===== src/rtl/interrupt_responder.sv =====
// -----------------------------------------------------------------------------
// interrupt_responder
//
// Purpose:
//   CPU-side consumer of the NMI edge latch and the level IRQ line. At an
//   instruction boundary it decides whether to take an interrupt, then runs the
//   7-cycle 6502 entry sequence: two dummy reads at PC, push PCH/PCL/P on the
//   stack page, and fetch the vector low/high bytes. A final DONE cycle hands
//   the new PC and stack pointer back to the core. A taken NMI is acknowledged
//   to the edge latch with a single nmi_clear pulse during the vector-low read.
//
// Configuration:
//   INTR_NMI_HIJACK_EN  when defined, an NMI that becomes pending while an IRQ
//                       sequence is still in DUM1..PSTAT converts the sequence
//                       into an NMI entry (NMI vector, nmi_clear pulsed). The
//                       pushed PC/P are unaffected. When undefined, the source
//                       is fixed at the instruction boundary and a late NMI
//                       stays pending for the next boundary.
//
// Ports:
//   clk          in   1   CPU clock, rising edge
//   rst_n        in   1   asynchronous active-low reset
//   nmi_pending  in   1   latched NMI request
//   irq_n        in   1   IRQ line, level, active-low
//   i_flag       in   1   CPU I flag (masks IRQ only)
//   instr_done   in   1   instruction boundary pulse
//   ready        in   1   bus ready; 0 freezes the sequence
//   pc_in        in  16   PC to push
//   p_in         in   8   status register to push
//   sp_in        in   8   stack pointer at sequence start
//   bus_rdata    in   8   read data for the address driven this cycle
//   bus_addr     out 16   bus address
//   bus_wdata    out  8   bus write data
//   bus_we       out  1   write strobe
//   busy         out  1   sequence active
//   nmi_clear    out  1   ack to the NMI edge latch
//   pc_load      out  1   load new_pc / sp_out into the core, set I
//   new_pc       out 16   vector fetched from memory
//   sp_out       out  8   sp_in - 3 (mod 256)
// -----------------------------------------------------------------------------
module interrupt_responder #(
  parameter logic [15:0] NMI_VEC  = 16'hFFFA,
  parameter logic [15:0] IRQ_VEC  = 16'hFFFE,
  parameter logic [7:0]  STACK_PG = 8'h01
) (
  input  logic        clk,
  input  logic        rst_n,
  input  logic        nmi_pending,
  input  logic        irq_n,
  input  logic        i_flag,
  input  logic        instr_done,
  input  logic        ready,
  input  logic [15:0] pc_in,
  input  logic [7:0]  p_in,
  input  logic [7:0]  sp_in,
  input  logic [7:0]  bus_rdata,
  output logic [15:0] bus_addr,
  output logic [7:0]  bus_wdata,
  output logic        bus_we,
  output logic        busy,
  output logic        nmi_clear,
  output logic        pc_load,
  output logic [15:0] new_pc,
  output logic [7:0]  sp_out
);

  typedef enum logic [3:0] {
    S_IDLE,
    S_DUM1,
    S_DUM2,
    S_PCH,
    S_PCL,
    S_PSTAT,
    S_VLO,
    S_VHI,
    S_DONE
  } state_t;

  state_t      r_state;
  state_t      w_state_next;
  logic        r_src_nmi;
  logic        w_src_nmi_next;
  logic [15:0] r_pc;
  logic [7:0]  r_p;
  logic [7:0]  r_sp;
  logic [15:0] r_new_pc;
  logic [7:0]  r_sp_out;

  logic        w_take;
  logic        w_start;
  logic [15:0] w_vec;
  logic [15:0] w_vec_hi;
  logic [7:0]  w_sp_m1;
  logic [7:0]  w_sp_m2;
  logic [7:0]  w_sp_m3;
  logic [7:0]  w_p_push;

  // NMI is never masked; IRQ is masked by the I flag.
  assign w_take   = nmi_pending | (~irq_n & ~i_flag);
  assign w_start  = (r_state == S_IDLE) & instr_done & w_take;

  assign w_vec    = r_src_nmi ? NMI_VEC : IRQ_VEC;
  assign w_vec_hi = w_vec + 16'd1;

  // Stack offsets wrap within the stack page.
  assign w_sp_m1  = r_sp - 8'd1;
  assign w_sp_m2  = r_sp - 8'd2;
  assign w_sp_m3  = r_sp - 8'd3;

  // Pushed P has B (bit 4) cleared and bit 5 set, as for a hardware interrupt.
  assign w_p_push = {r_p[7:6], 1'b1, 1'b0, r_p[3:0]};

  assign new_pc   = r_new_pc;
  assign sp_out   = r_sp_out;

  always_comb begin
    w_state_next   = r_state;
    w_src_nmi_next = r_src_nmi;
    bus_addr       = 16'h0000;
    bus_wdata      = 8'h00;
    bus_we         = 1'b0;
    busy           = 1'b1;
    nmi_clear      = 1'b0;
    pc_load        = 1'b0;

    case (r_state)
      S_IDLE: begin
        busy = 1'b0;
        // Boundary decisions are not gated by ready so a one-cycle
        // instr_done pulse is never lost.
        if (w_start) begin
          w_state_next   = S_DUM1;
          w_src_nmi_next = nmi_pending;
        end
      end
      S_DUM1: begin
        bus_addr = r_pc;
        if (ready) w_state_next = S_DUM2;
      end
      S_DUM2: begin
        bus_addr = r_pc;
        if (ready) w_state_next = S_PCH;
      end
      S_PCH: begin
        bus_addr  = {STACK_PG, r_sp};
        bus_wdata = r_pc[15:8];
        bus_we    = 1'b1;
        if (ready) w_state_next = S_PCL;
      end
      S_PCL: begin
        bus_addr  = {STACK_PG, w_sp_m1};
        bus_wdata = r_pc[7:0];
        bus_we    = 1'b1;
        if (ready) w_state_next = S_PSTAT;
      end
      S_PSTAT: begin
        bus_addr  = {STACK_PG, w_sp_m2};
        bus_wdata = w_p_push;
        bus_we    = 1'b1;
        if (ready) w_state_next = S_VLO;
      end
      S_VLO: begin
        bus_addr  = w_vec;
        // Held through a stall; the latch sees it as one acknowledge.
        nmi_clear = r_src_nmi;
        if (ready) w_state_next = S_VHI;
      end
      S_VHI: begin
        bus_addr = w_vec_hi;
        if (ready) w_state_next = S_DONE;
      end
      S_DONE: begin
        pc_load = 1'b1;
        if (ready) w_state_next = S_IDLE;
      end
      default: begin
        w_state_next = S_IDLE;
      end
    endcase

`ifdef INTR_NMI_HIJACK_EN
    // A late NMI can still redirect the vector fetch as long as it is seen
    // before the sequence leaves PSTAT.
    if (nmi_pending && (r_state == S_DUM1 || r_state == S_DUM2 ||
                        r_state == S_PCH  || r_state == S_PCL  ||
                        r_state == S_PSTAT)) begin
      w_src_nmi_next = 1'b1;
    end
`endif
  end

  always_ff @(posedge clk or negedge rst_n) begin
    if (!rst_n) begin
      r_state   <= S_IDLE;
      r_src_nmi <= 1'b0;
      r_pc      <= 16'h0000;
      r_p       <= 8'h00;
      r_sp      <= 8'h00;
      r_new_pc  <= 16'h0000;
      r_sp_out  <= 8'h00;
    end else begin
      r_state   <= w_state_next;
      r_src_nmi <= w_src_nmi_next;
      if (w_start) begin
        r_pc <= pc_in;
        r_p  <= p_in;
        r_sp <= sp_in;
      end
      // Vector bytes are only valid on a cycle the bus completes.
      if (r_state == S_VLO && ready) begin
        r_new_pc[7:0] <= bus_rdata;
      end
      if (r_state == S_VHI && ready) begin
        r_new_pc[15:8] <= bus_rdata;
        r_sp_out       <= w_sp_m3;
      end
    end
  end

endmodule


===== config.mk =====
export PLATFORM = sky130hd
export DESIGN_NAME = interrupt_responder
export DESIGN_NICKNAME = d
export VERILOG_FILES = /design/src/rtl/interrupt_responder.sv
export SDC_FILE = /design/constraint.sdc
export NUM_CORES = 1
export LEC_CHECK = 0
export CAP_MARGIN = 5
export CORE_MARGIN = 1.5
export CORE_UTILIZATION = 47
export DETAILED_ROUTE_END_ITERATION = 16
export PLACE_DENSITY = 0.78
export SYNTH_ARGS = -nofsm -noshare
export SYNTH_HDL_FRONTEND = slang
export SYNTH_SLANG_ARGS = --single-unit
export TNS_END_PERCENT = 1

===== constraint.sdc =====
create_clock -name clk -period 2.2 [get_ports clk]
set_clock_uncertainty 0.2 [all_clocks]
set_input_delay 0.22 -clock clk [delete_from_list [all_inputs] [get_ports clk]]
set_output_delay 0.22 -clock clk [all_outputs]
set_load 0.02 [all_outputs]

# Yosys cells after proc, flatten, opt, wreduce, memory -nomap -nowiden
# Cells that the tools add are included.
dict set report word_totals {
  ff_bits 61
  in_bits 47
  output_inout_bits 52
  wordCells 59
}
dict set report classes {
  addsub 4
  eq_ne 17
  muxes 17
  n_bitwise 6
  reduce_logical 7
}
# operator n
set ops {}
lappend ops {{16-bit one-hot mux with 6 select lines} 1}
lappend ops {{4-bit two-way mux} 9}
lappend ops {{4-bit one-hot mux with 9 select lines} 1}
lappend ops {{8-bit one-hot mux with 3 select lines} 1}
lappend ops {{2-bit inequality test (second input constant)} 9}
lappend ops {{4-bit by 3-bit == test with 1-bit output (second input constant)} 4}
lappend ops {{8-bit by 2-bit subtractor with 8-bit output (second input constant)} 2}
lappend ops {{9-bit AND reduction} 1}
lappend ops {{4-bit by 2-bit == test with 1-bit output (second input constant)} 2}
lappend ops {{8-bit by 1-bit subtractor with 8-bit output (second input constant)} 1}
lappend ops {{4-bit by 2-bit adder with 5-bit output (second input constant)} 1}
lappend ops {{4-bit by 1-bit == test with 1-bit output (second input constant)} 1}
lappend ops {{4-bit == test (second input constant)} 1}
lappend ops {{4-bit logical NOT} 1}
lappend ops {{1-bit two-way mux} 4}
lappend ops {{1-bit bitwise AND} 3}
lappend ops {{3-bit two-way mux} 1}
lappend ops {{3-bit OR reduction} 1}
lappend ops {{1-bit logical AND} 2}
lappend ops {{1-bit inverter} 2}
lappend ops {{2-bit AND reduction} 1}
lappend ops {{2-bit OR reduction} 1}
lappend ops {{1-bit OR} 1}

# Longest topological paths before layout
dict set report logic_depth {
  depth_word 6
  depth_mapped 7
  ltp_nobuf 6
}

# Worst setup path after synthesis
# Ideal clock, no wire load.
dict set report synth_timing {
  path_type {register -> output}
  start {register r_sp[2]}
  end {output port bus_addr[5]}
  arrival_ps 1729
  t_required_ps 1780
  slack_ps 51
  path_stages_with_launch 8
  n_path_buf 1
  path_cell_list {dfrtp_1 buf_2 inv_1 ha_1 or4b_1 a21oi_1 a211oi_1 o21ai_1}
}
dict set report synth_between {
  elab_chain_len 2
  elab_cells_between_ends 3
  classes_between {2 x add/sub; 1 x mux}
}
# item line
set synth_rtl {}
lappend synth_rtl {{from (decl)} 85} ;# logic [7:0] r_sp;
lappend synth_rtl {{from (signal assigned)} 207} ;# r_sp <= sp_in;
lappend synth_rtl {{8-bit by 2-bit subtractor with 8-bit output or 8-bit by 1-bit subtractor with 8-bit output (tied branches)} {107, 106}}
lappend synth_rtl {{16-bit one-hot mux with 6 select lines *} 126} ;# case (r_state)
lappend synth_rtl {{to (decl)} 57} ;# output logic [15:0] bus_addr,
# Mark *: on every way between the ends. The rest lies on a longest branch, timed or not.

# Worst setup path after layout
dict set report layout_timing {
  start {register r_sp[2]}
  end {output port bus_addr[6]}
}
# Same word-level chain as after synthesis.

==> flow_metrics.py <==
metrics = {
    "clock_tree": {
        "cts_max_level": 3,
        "cts_tree": "yes",
        "clk_pin_slew_ns": 0.07,
        "clkLatencyLatePin_ns": 0.34,
        "cts_root_buf": "clkbuf_8",
        "clk_path_buf_depth": 2,
        "cts.sinks": 59,
        "numCtsBuffers": 9,
    },
    "logic_synthesis": {
        "async_reset_ff_share_pct": 100,
        "synth_edf_count": 0,
        "yosysWarnings": 0,
        "postSynthAreaPerCell_um2": 10.7,
        "syn_area_mm2": 0.00316,
        "synth_cell_types": 53,
        "synth_top_area_share_pct": 46.8,
        "ys.flop_type": "dfrtp_1",
        "ys_ff_latch": 59,
        "ys_seq_area_share_pct": 46.8,
        "syn_nets": 345,
        "synth_cells": 294,
        "synth_area_leaders": "dfrtp_1 47%, mux2_4 14%, nand2_1 7.3%",
        "yosysTopAreaCell": "dfrtp_1",
    },
    "sta": {
        "holdWs_ns": 0.177,
        "timing.final.crit_share_pct": 112,
        "fmax_mhz": 406,
        "relSlewSlack_pct": 69.6,
        "setup_viol": 53,
        "final-hold-violation-count": 0,
        "finalWorstSetupSlack_ns": -0.263,
        "worst_slew_pin_slew_ns": 0.454,
        "slew_violations": 0,
        "fin_crit_ns": 2.46,
        "grt_setup_unrepaired": "true",
    },
    "final_layout": {
        "final_common_cell": "clkdlybuf4s50_1",
        "fill_cells": 462,
        "multi_input_area_mm2": 0.00164,
        "final_cell_mix": "67 x clkdlybuf4s50_1, 61 x nand2_1, 57 x dfrtp_1, 57 x buf_4, 29 x mux2_4",
        "final-seq-area_mm2": 0.00148,
        "drive_gt1_share_pct": 37.8,
        "final_core_util_pct": 75.9,
        "diodes": 0,
        "fin_nets": 491,
        "syn_to_final_growth_pct": 54.4,
    },
    "floorplan": {
        "die_width_um": 85.0,
        "die_h_um": 85.0,
        "dieArea_mm2": 0.00722,
        "ios": 99,
        "start_util_pct": 49.2,
        "core_area_mm2": 0.00642,
        "rows": 29,
    },
    "critical_path": {
        "required_ns": 1.78,
        "critical_path_class": "register to output pin",
        "worstSetupEndpointType": "output pin",
        "start_kind": "register",
        "critPathMaxFanout": 3,
        "worstPathArrival_ns": 2.04,
    },
    "route": {
        "first_pass_iters": 11,
        "vias_per_cell": 5.33,
        "wl_per_cell_um": 16.9,
        "drt_wl_total_um": 8820,
        "drt_iter0_drc": 160,
        "via_count": 2784,
        "drc": 5,
        "ant_nets": 0,
    },
    "grt": {
        "grt_usage_pct": 24.9,
        "grt_pass1_wl_um": 14000,
        "overflow": 0,
        "grt_pass1_vias": 2878,
        "antenna_found_initial": 0,
        "grt_max_degree": 60,
    },
    "min_path": {
        "min_path_type": "input pin to asynchronous set/reset pin",
    },
    "power_and_ir_drop": {
        "ir_drop_mv": 0.857,
        "powerDensity_mw_per_mm2": 1710,
        "p_total_uw": 8360,
        "p_leak_uw": 0.00237,
    },
    "placed_design": {
        "hpwl_um": 6200,
        "io_buffers": 96,
        "gp_congestion": 0.876,
    },
    "flow_run": {
        "maxCapViolCount": 0,
    },
    "status": {
        "violations": "DRC, setup timing",
        "status": "complete, but fails checks",
    },
}
## stage by stage
step,cell area [µm²],setup slack (ns),TNS [ns],std cells
floorplan,3160,0.0508,0,294
global placement,4560,-0.320,-5.65,501
detailed placement,4560,-0.361,-4.48,501
CTS,4790,-0.261,-2.18,521
global route,4870,-0.332,-6.39,522
finish,4870,-0.263,-3.58,522
## synthesized netlist by cell type (all sizes together), types with 6 or more instances
| cell type | number |
|---|---|
| o21ai | 12 |
| a222oi | 6 |
| nor2 | 12 |
| a21oi | 7 |
| dfrtp | 59 |
| nand2 | 61 |
| inv | 14 |
| buf | 9 |
| clkbuf | 10 |
| mux2 | 39 |
| xnor2 | 6 |
## logic make-up (layout without fill, tap and decap cells)
group	count (synthesis)	count (layout)	synth area share, %
and+or+nand+nor	101	101	15.5
DFF	59	59	46.8
AOI/OAI and AO/OA	46	46	10.6
muxes	39	39	17.4
buffers and inverters	33	184	4.83
xor gates and xnor gates	10	10	2.77
adders and majority gates	6	6	2.22
## where the power goes
group          total, µW  internal [µW]  switching [µW]
combinational       5310           2760            2550
sequential          2050           1610             435
clock               1000            530             473
total               8360           4900            3450
## worst paths after layout
check	startpoint	to	slack, ns	cells after the start
setup / recovery	r_sp[2]	bus_addr[6]	-0.26	5
hold / removal	rst_n	new_pc[3]	0.18	3
setup reg to reg	r_state[3]	r_pc[1]	-0.08	7
hold reg to reg	sp_out[3]	sp_out[3]	0.28	2
max in group asynchronous	rst_n	r_state[2]	1.30	3
min in group clk	bus_rdata[7]	new_pc[15]	0.22	3
## routing by layer
layer,vias to the layer above,GRT usage [%],wire length [µm]
met2,95,43.1,4530
met5,-,0,0
li1,1319,-,-
met1,1358,30.5,3610
met3,12,5.64,569
met4,0,9.39,121
## sequential cells by signal (all words and copies together), names as in the netlist
signal,count
new_pc,16
r_pc,16
r_p,6
sp_out,8
r_src_nmi,1
r_sp,8
r_state,4
## final cells by class
cell class              count  area share, %
clock buffers               9           2.54
clock inverters             7           1.57
inverters                  14           1.16
multi-input cells         202           33.6
flip-flops and latches     59           30.3
well taps                  77           1.98
repair buffers            154           28.8
## critical path, stage by stage, from the launching register on
cell and delay (ns):
dfrtp_1 0.41, or4_4 0.54, nor3b_2 0.19, xor2_1 0.09, a221o_1 0.33, buf_6 0.14
## repair_timing
item,4_1_cts,5_1_grt
hold buffers,1,0
setup buffers,3,1
resized for setup,141,23
pin swaps,6,7
hold endpoints to repair,59,0
setup endpoints to repair,59,60
No activity file was read; power rests on OpenSTA's default activity.
==> RTL change (same flow settings) <==
Build with the macro `INTR_NMI_HIJACK_EN` defined.
--- a/src/rtl/interrupt_responder.sv
+++ b/src/rtl/interrupt_responder.sv
@@ -39,4 +39,6 @@
 //   sp_out       out  8   sp_in - 3 (mod 256)
 // -----------------------------------------------------------------------------
+`define INTR_NMI_HIJACK_EN
+
 module interrupt_responder #(
   parameter logic [15:0] NMI_VEC  = 16'hFFFA,
Check against the original RTL: not equivalent (a bounded check fails within 10 cycles, from zero or initial values and one cycle with rst_n low).
==> RTL change against the unedited design <==
The flow finishes with violations (negative setup slack); utilization shrank 0.95 points; power shrank 3.7%; synthesized area shrank 1.7%; worst setup slack gained 0.045 ns; sequential cell count is the same; via count grew 3.2%; maximum frequency grew 1.9%; cell area shrank 2.4%; routed wire length shrank 3.2%; largest cell class unchanged.
==> RTL change: results (changes against the unedited design) <==
<table>
<tr><th>Metric</th><th>Value</th></tr>
<tr><th colspan="2">Placement</th></tr>
<tr><td>Placement-stage worst setup slack</td><td>-0.3799 ns (was -0.3610 ns)</td></tr>
<tr><td>Placement-stage cell area</td><td>4473 um^2 (was 4559 um^2)</td></tr>
<tr><td>Weighted congestion reported at the end of routability-driven placement</td><td>0.8802 (was 0.8759)</td></tr>
<tr><td>Placed instance count</td><td>509 (was 501)</td></tr>
<tr><th colspan="2">STA</th></tr>
<tr><td>Final setup violating endpoints</td><td>17 (was 53)</td></tr>
<tr><td>Final setup TNS</td><td>-0.9970 ns (was -3.583 ns)</td></tr>
<tr><td>Min setup slack post-route</td><td>-0.2182 ns (was -0.2633 ns)</td></tr>
<tr><th colspan="2">Setup path</th></tr>
<tr><td>Reg-to-reg slack, setup</td><td>0.18 ns (was -0.08 ns)</td></tr>
<tr><td>Endpoint of the lowest-slack register-to-register path</td><td>new_pc[0] (was r_pc[1])</td></tr>
<tr><td>Crit. Startpoint</td><td>r_sp[4] (was r_sp[2])</td></tr>
<tr><th colspan="2">GRT</th></tr>
<tr><td>Via count of the first global-routing pass</td><td>2,814 (was 2,878)</td></tr>
<tr><td>Global-route track usage on met3</td><td>0.05506 (was 0.05642)</td></tr>
<tr><td>Maximum number of pins on one net before global-route repair</td><td>38 (was 60)</td></tr>
<tr><th colspan="2">Logic synthesis</th></tr>
<tr><td>Leading post-synthesis cells by instance count</td><td>sky130_fd_sc_hd__dfrtp_1, sky130_fd_sc_hd__nand2_1, sky130_fd_sc_hd__mux2_1 (was sky130_fd_sc_hd__nand2_1, sky130_fd_sc_hd__dfrtp_1, sky130_fd_sc_hd__mux2_4)</td></tr>
<tr><th colspan="2">Routing</th></tr>
<tr><td>DR WL/cell</td><td>16.09 um (was 16.90 um)</td></tr>
<tr><td>Via Count</td><td>2,874 (was 2,784)</td></tr>
<tr><td>Post-DR vias/cell</td><td>5.412 (was 5.333)</td></tr>
<tr><th colspan="2">Outcome</th></tr>
<tr><td>Run status</td><td>finished, violations left (unchanged)</td></tr>
<tr><td>Violated checks</td><td>negative setup slack (was design-rule violations, negative setup slack)</td></tr>
<tr><th colspan="2">Power</th></tr>
<tr><td>Worst voltage drop across the vdd grid</td><td>1.064 mV (was 0.8571 mV)</td></tr>
</table>
==> RTL change: changes by cell type in the layout (fill, tap and decap cells not counted), moves of 3 or more <==
cell	change
sky130_fd_sc_hd__nor2_2	+3
sky130_fd_sc_hd__a221o_1	-3
sky130_fd_sc_hd__mux2_1	+33
sky130_fd_sc_hd__buf_4	-3
sky130_fd_sc_hd__nand2_1	-5
sky130_fd_sc_hd__mux2_4	-29
sky130_fd_sc_hd__a21oi_1	+8
sky130_fd_sc_hd__o21ai_1	+7
sky130_fd_sc_hd__clkbuf_2	+7
sky130_fd_sc_hd__nand3b_1	+3
sky130_fd_sc_hd__mux2_2	-5
sky130_fd_sc_hd__buf_6	-3
==> RTL change: how the worst min path moves through the flow <==
stage | start | endpoint | slack (ns) | cells after the start
after floorplan | rst_n | new_pc[0] | -0.28 | 0
after global placement | rst_n | r_p[0] | 0.04 | 1
after detailed placement | rst_n | r_pc[0] | 0.04 | 1
after CTS | rst_n | r_pc[3] | 0.21 | 2
after global routing | bus_rdata[7] | new_pc[15] | 0.24 | 3
final | rst_n | r_p[7] | 0.20 | 2
==> RTL change: final cells by class <==
class | count | area [um^2] | area share
Multi-Input combinational cell | 215 | 1594 | 0.3349
Sequential cell | 59 | 1479 | 0.3107
Timing Repair Buffer | 152 | 1343 | 0.2821
Clock buffer | 10 | 137.6 | 0.02892
Tap cell | 77 | 96.34 | 0.02024
Clock inverter | 6 | 65.06 | 0.01367
Inverter | 12 | 45.04 | 0.009464
==> RTL change: per-layer routing <==
metal | share of wire | vias up
li1 | - | 1367
met1 | 0.43 | 1391
met2 | 0.50 | 95
met3 | 0.050 | 21
met4 | 0.022 | 0
met5 | 0 | -
